`src/rtl/serial_addsub_unit.sv`:
```
// Digit-serial N-bit two's-complement adder/subtractor, D bits per clock.
// Start/Done handshake; result and flags are registered and change only when Done fires.
module serial_addsub_unit #(
  parameter int N = 8,
  parameter int D = 1
) (
  input  logic         i_clk,
  input  logic         i_rst_n,
  input  logic         i_start,
  input  logic         i_sub,
  input  logic         i_cin,
  input  logic [N-1:0] i_x,
  input  logic [N-1:0] i_y,
  output logic [N-1:0] o_s,
  output logic         o_cout,
  output logic         o_v,
  output logic         o_z,
  output logic         o_neg,
  output logic         o_busy,
  output logic         o_done
);

  localparam int NDIG = N / D;
  localparam int CW   = (NDIG > 1) ? $clog2(NDIG) : 1;
  localparam logic [CW-1:0] LAST = CW'(NDIG - 1);

  if (N < 2 || D < 1 || D > N || (N % D) != 0) begin : g_bad_params
    $error("serial_addsub_unit: N must be >= 2 and a multiple of D, 1 <= D <= N");
  end

  typedef enum logic [1:0] {IDLE, RUN, DONE} state_t;

  state_t        r_state;
  logic [N-1:0]  r_x;
  logic [N-1:0]  r_ye;
  logic [N-1:0]  r_res;
  logic          r_carry;
  logic [CW-1:0] r_cnt;

  int            w_lsb;
  logic [D:0]    w_sum;
  logic [N-1:0]  w_res;
  logic          w_last;

  // Sum of the current digit; w_res is the result register with that digit merged in,
  // so the final digit can be published on the same edge that enters DONE.
  always_comb begin
    w_lsb  = int'(r_cnt) * D;
    w_sum  = {1'b0, r_x[w_lsb +: D]} + {1'b0, r_ye[w_lsb +: D]} + {{D{1'b0}}, r_carry};
    w_res  = r_res;
    w_res[w_lsb +: D] = w_sum[D-1:0];
    w_last = (r_cnt == LAST);
  end

  always_ff @(posedge i_clk or negedge i_rst_n) begin
    if (!i_rst_n) begin
      r_state <= IDLE;
      r_x     <= '0;
      r_ye    <= '0;
      r_res   <= '0;
      r_carry <= 1'b0;
      r_cnt   <= '0;
      o_s     <= '0;
      o_cout  <= 1'b0;
      o_v     <= 1'b0;
      o_z     <= 1'b0;
      o_neg   <= 1'b0;
      o_busy  <= 1'b0;
      o_done  <= 1'b0;
    end else begin
      o_done <= 1'b0;
      case (r_state)
        RUN: begin
          r_res   <= w_res;
          r_carry <= w_sum[D];
          if (w_last) begin
            r_state <= DONE;
            o_busy  <= 1'b0;
            o_done  <= 1'b1;
            o_s     <= w_res;
            o_cout  <= w_sum[D];
            o_v     <= (r_x[N-1] == r_ye[N-1]) && (w_res[N-1] != r_x[N-1]);
            o_z     <= (w_res == '0);
            o_neg   <= w_res[N-1];
          end else begin
            r_cnt <= r_cnt + CW'(1);
          end
        end
        default: begin
          // IDLE and DONE both accept a new request; DONE->RUN gives back-to-back operation
          if (i_start) begin
            r_state <= RUN;
            o_busy  <= 1'b1;
            r_x     <= i_x;
            r_ye    <= i_sub ? ~i_y : i_y;
            r_carry <= i_sub ^ i_cin;
            r_res   <= '0;
            r_cnt   <= '0;
          end else begin
            r_state <= IDLE;
          end
        end
      endcase
    end
  end

endmodule

```
`config.mk`:
```
export PLATFORM = sky130hd
export DESIGN_NAME = serial_addsub_unit
export DESIGN_NICKNAME = d
export VERILOG_FILES = /design/src/rtl/serial_addsub_unit.sv
export SDC_FILE = /design/constraint.sdc
export NUM_CORES = 1
export LEC_CHECK = 0
export BUFFER_PORTS_ARGS = -buffer_cell sky130_fd_sc_hd__clkbuf_2
export CORE_UTILIZATION = 60
export DETAILED_ROUTE_END_ITERATION = 6
export GPL_TIMING_DRIVEN = 1
export PLACE_DENSITY = 0.82
export SYNTH_ARGS = -nofsm -noshare
export SYNTH_HDL_FRONTEND = slang
export SYNTH_SLANG_ARGS = --single-unit
```
`constraint.sdc`:
```
create_clock -name i_clk -period 6.1 [get_ports i_clk]
set_input_delay 1.525 -clock i_clk [delete_from_list [all_inputs] [get_ports i_clk]]
set_output_delay 1.525 -clock i_clk [all_outputs]
set_load 0.005 [all_outputs]
```
==> impl_summary.txt <==
----------------------------------------------------
[Status]
  Run status ... finished, final reports clean

[Power and ir drop]
  Design Power ... 0.001338 W
  Leakage ... approximately 1.1 nW
  Power density over the cells ... about 560 nW/um^2
  Peak supply drop ... between 200 and 300 uV

[Critical path]
  Delay-heaviest family, CP ... multiplexers
  Largest incremental delay on the critical path ... between 0.7 and 0.8 ns
  Signal arrival time at the worst endpoint ... 3.29 ns
  CP bufs+invs ... 0
  CP max FO ... 16
  Most frequent cell on the critical path ... nand2_1
  Crit path launch type ... flip-flop
  WS Path Type ... reg -> reg
  Crit-path slowest cell ... dfrtp_1
  Endpoint type of the worst setup path ... flip-flop
  Cell chain of the critical path ... mux4_2 -> nand2_1 -> nand2_1 -> fa_1 -> mux2i_1 -> nand4b_1 -> o41ai_2
  WP data required ... 6.36 ns

[Global route]
  Global routing usage summed across all routing layers ... a little under a quarter
  Global-route wire length before repair ... between 7000 and 8000 um
  Vias in the first global route ... roughly 1500
  Most Used Layer, Global Route ... met2
  Overflow after GRT ... 0
  Global routing usage on met3 ... under 10%
  Largest net degree at the start of global routing ... 44
  Number of antenna violations at the first check in global routing ... 0
  Met1 track demand over resource ... a little under a third
  Met2 layer usage reported by global route ... 37.23%

[Synth]
  Number of distinct standard cells referenced by the synthesized netlist ... 38
  Share of the synthesized netlist area taken by xor and xnor gates ... under 10%
  Most used standard cell by instance count after synthesis ... dfrtp_1
  Biggest area consumer among synthesized cells ... dfrtp_1
  Synth warn ... 0
  Cell count after synthesis ... slightly above 200
  Most area-consuming cells after synthesis ... dfrtp_1, o21ai_0, nand2_1
  Synthesized net count ... 229
  Seq/Total Area, Yosys ... between 40% and 50%
  Post-synth top flop ... dfrtp_1
  Top cell types by occurrence after synthesis ... dfrtp_1, nand2_1, o21ai_0, mux2_2, xnor2_1
  Area fraction in and, or, nand and nor cells after synthesis ... 15.34%
  Mapped Area ... roughly 2200 sq um
  FF+latch count, synth ... between 40 and 50
  Top cell type's share of synthesized area ... between 40% and 50%
  Compound-cell area share of the yosys netlist ... between 10% and 20%
  Adder-cell area share of the yosys netlist ... roughly 3.2%
  Async SR Flop Fraction ... 100.0%
  Share of synthesized area spent on multiplexers ... approximately an eighth
  EDFF count, synth ... 0
  Avg Inst Size Synth ... around 11 sq um
  Main combinational cell family by area after synthesis ... simple AND/OR/NAND/NOR gates

[Die]
  Core Region ... approximately 3400 sq um
  Vertical die dimension ... ~62 um
  Ports placed on the boundary ... 35
  Effective utilization at floorplan ... 64.25%
  Row count ... 21
  Die footprint ... between 3000 and 4000 sq um
  Overall die width ... approximately 62 um

[CTS]
  CTS tree ... built
  Hold buffer count at CTS ... 0
  # clock sinks ... 43
  TritonCTS buffer count ... 5
  Resized cells post-CTS ... 0
  Clk Latency, worst-skew pair ... 0.36 ns
  Clock tree buffer depth ... 2
  Clock-pin slew reported for the worst setup and hold paths after clock tree synthesis ... about 0.12 ns
  Setup Fix Bufs, Post-CTS ... 0
  H-tree depth reported by CTS ... 2
  Buffer type at the clock tree root ... clkbuf_4

[Timing]
  Count of endpoints failing hold in the final timing report ... 0
  Final worst clock skew ... approximately 0.012 ns
  Tcrit/Tclk final ... about half
  Final setup violating endpoints ... 0
  Relative slew slack ... approximately 31%
  Setup_tns ... 0 ns
  Total count of max-transition violations in the final report ... 0
  Highest Clock Rate ... between 300 and 400 MHz
  Tmin final ... 3.029 ns
  Transition at the pin with the smallest max-transition slack ... 1.033 ns
  Setup repair after global routing missed its margin ... false

[Routing]
  Wire length reported by the detailed router ... around 4000 um
  Routed wire per std cell ... 14.58 um
  Vias per inst ... about 5.6
  Remaining routing DRC violations ... 0
  DRT Pass-1 Iters ... 5
  Number of nets with antenna violations after detailed routing ... 0
  Via count of the routed design ... 1562
  Violation count after the first detailed-routing iteration ... 59

[Final layout]
  Antenna fix cells ... 0
  Area occupied by multi-input gates ... about 1000 sq um
  Final Net Count ... roughly 260
  Fraction of layout instances using a drive strength above 1 ... between 20% and 30%
  Post-layout utilization of the core ... between 70% and 80%
  Number of standard cells in the layout, taps in and fillers out ... roughly 280
  Post-synthesis to final-layout area growth ... 9.635%
  Footprint of the flip-flops and latches ... roughly 1100 sq um
  Filler Cells Inserted ... 285

[Job]
  Number of max-cap violations ... 0

[Placed design]
  Routability congestion estimate ... between 0.7 and 0.8
  Dpl hpwl ... roughly 3000 um
  Placed Cells incl. Taps ... 270
  Port buffer count ... 34

[Min path]
  Hold Path Class ... reg -> reg

----------------------------------------------------
[report_power, final]
part           internal [W]  switching [W]
clock             0.0000534      0.0000847
combinational      0.000315       0.000374
sequential         0.000411       0.000100
total              0.000779       0.000558
[state kept, by name, summed over array words and instances (netlist names)]
name and cells:
r_cnt 3, r_carry 1, o_z 1, o_cout 1, r_ye 8, r_res 8
r_x 8, r_state 2, o_done 1, o_v 1, o_busy 1, o_s 8
[worst reg2reg max path, stage by stage (launching register included)]
cell      delay [ns]
dfrtp_1         0.72
mux4_2          0.58
nand2_1         0.09
nand2_1         0.07
fa_1            0.62
mux2i_1         0.40
nand4b_1        0.18
o41ai_2         0.28
[logic make-up (layout without fill, tap and decap cells)]
logic type,after synthesis,in the layout
AOI/OAI and AO/OA,41,41
xor gates and xnor gates,10,10
muxes,20,20
buffers and inverters,21,49
DFF,43,43
adders and majority gates,5,5
and+or+nand+nor,63,63
[layout by cell type, fill, tap and decap left out, drive strengths merged, types with 2 or more instances in the layout]
cell type | synthesis | layout
ha | 4 | 4
clkbuf | 5 | 40
nand3b | 6 | 6
and4bb | 2 | 2
xnor2 | 10 | 10
a21oi | 3 | 3
or3 | 2 | 2
dfrtp | 43 | 43
mux2 | 10 | 10
nor2 | 8 | 8
nand3 | 2 | 2
nand2b | 3 | 3
mux4 | 4 | 4
o21ai | 25 | 25
a2bb2oi | 2 | 2
a31oi | 3 | 3
mux2i | 6 | 6
nand4b | 2 | 2
nor3 | 2 | 2
o21bai | 2 | 2
nand2 | 32 | 32
inv | 8 | 8
[routing by layer]
layer | vias up | part of all wire (%) | wire length, um
met1 | 751 | 44 | 1789
met5 | - | 0 | 0
li1 | 763 | - | -
met2 | 38 | 49 | 1994
met4 | 0 | 2.0 | 79
met3 | 10 | 4.3 | 174
[area by class of cell]
type	instances	area share, %
timing repair buffer	34	7.072
clock inverter	1	0.2080
clock buffer	6	2.132
multi-input combinational	139	42.23
tap	46	2.392
sequential	43	44.72
inverter	8	1.248
[per-stage QoR]
stage / hold WS, ns / worst slack [ns] / cell area (sq um)
5_1_grt: 0.5186 / 2.896 / 2406
6_report: 0.4891 / 3.071 / 2406
4_1_cts: 0.4952 / 3.062 / 2406
3_5_place_dp: 0.4695 / 3.070 / 2350
2_1_floorplan: 0.4446 / 3.540 / 2195
3_3_place_gp: 0.4574 / 3.192 / 2350
[worst paths after layout]
| check | startpoint | endpoint | slack, ns | cells after the start |
|---|---|---|---|---|
| worst max register to register | r_cnt[0] | o_z | 3.07 | 7 |
| worst min register to register | o_s[6] | o_s[6] | 0.49 | 2 |
| worst max-delay path | r_cnt[0] | o_z | 3.07 | 7 |
| min in group asynchronous | i_rst_n | r_cnt[0] | 1.33 | 1 |
| worst min-delay path | o_s[6] | o_s[6] | 0.49 | 2 |
| max in group asynchronous | i_rst_n | r_x[3] | 4.13 | 1 |
Power figures use the tool's default switching activity.
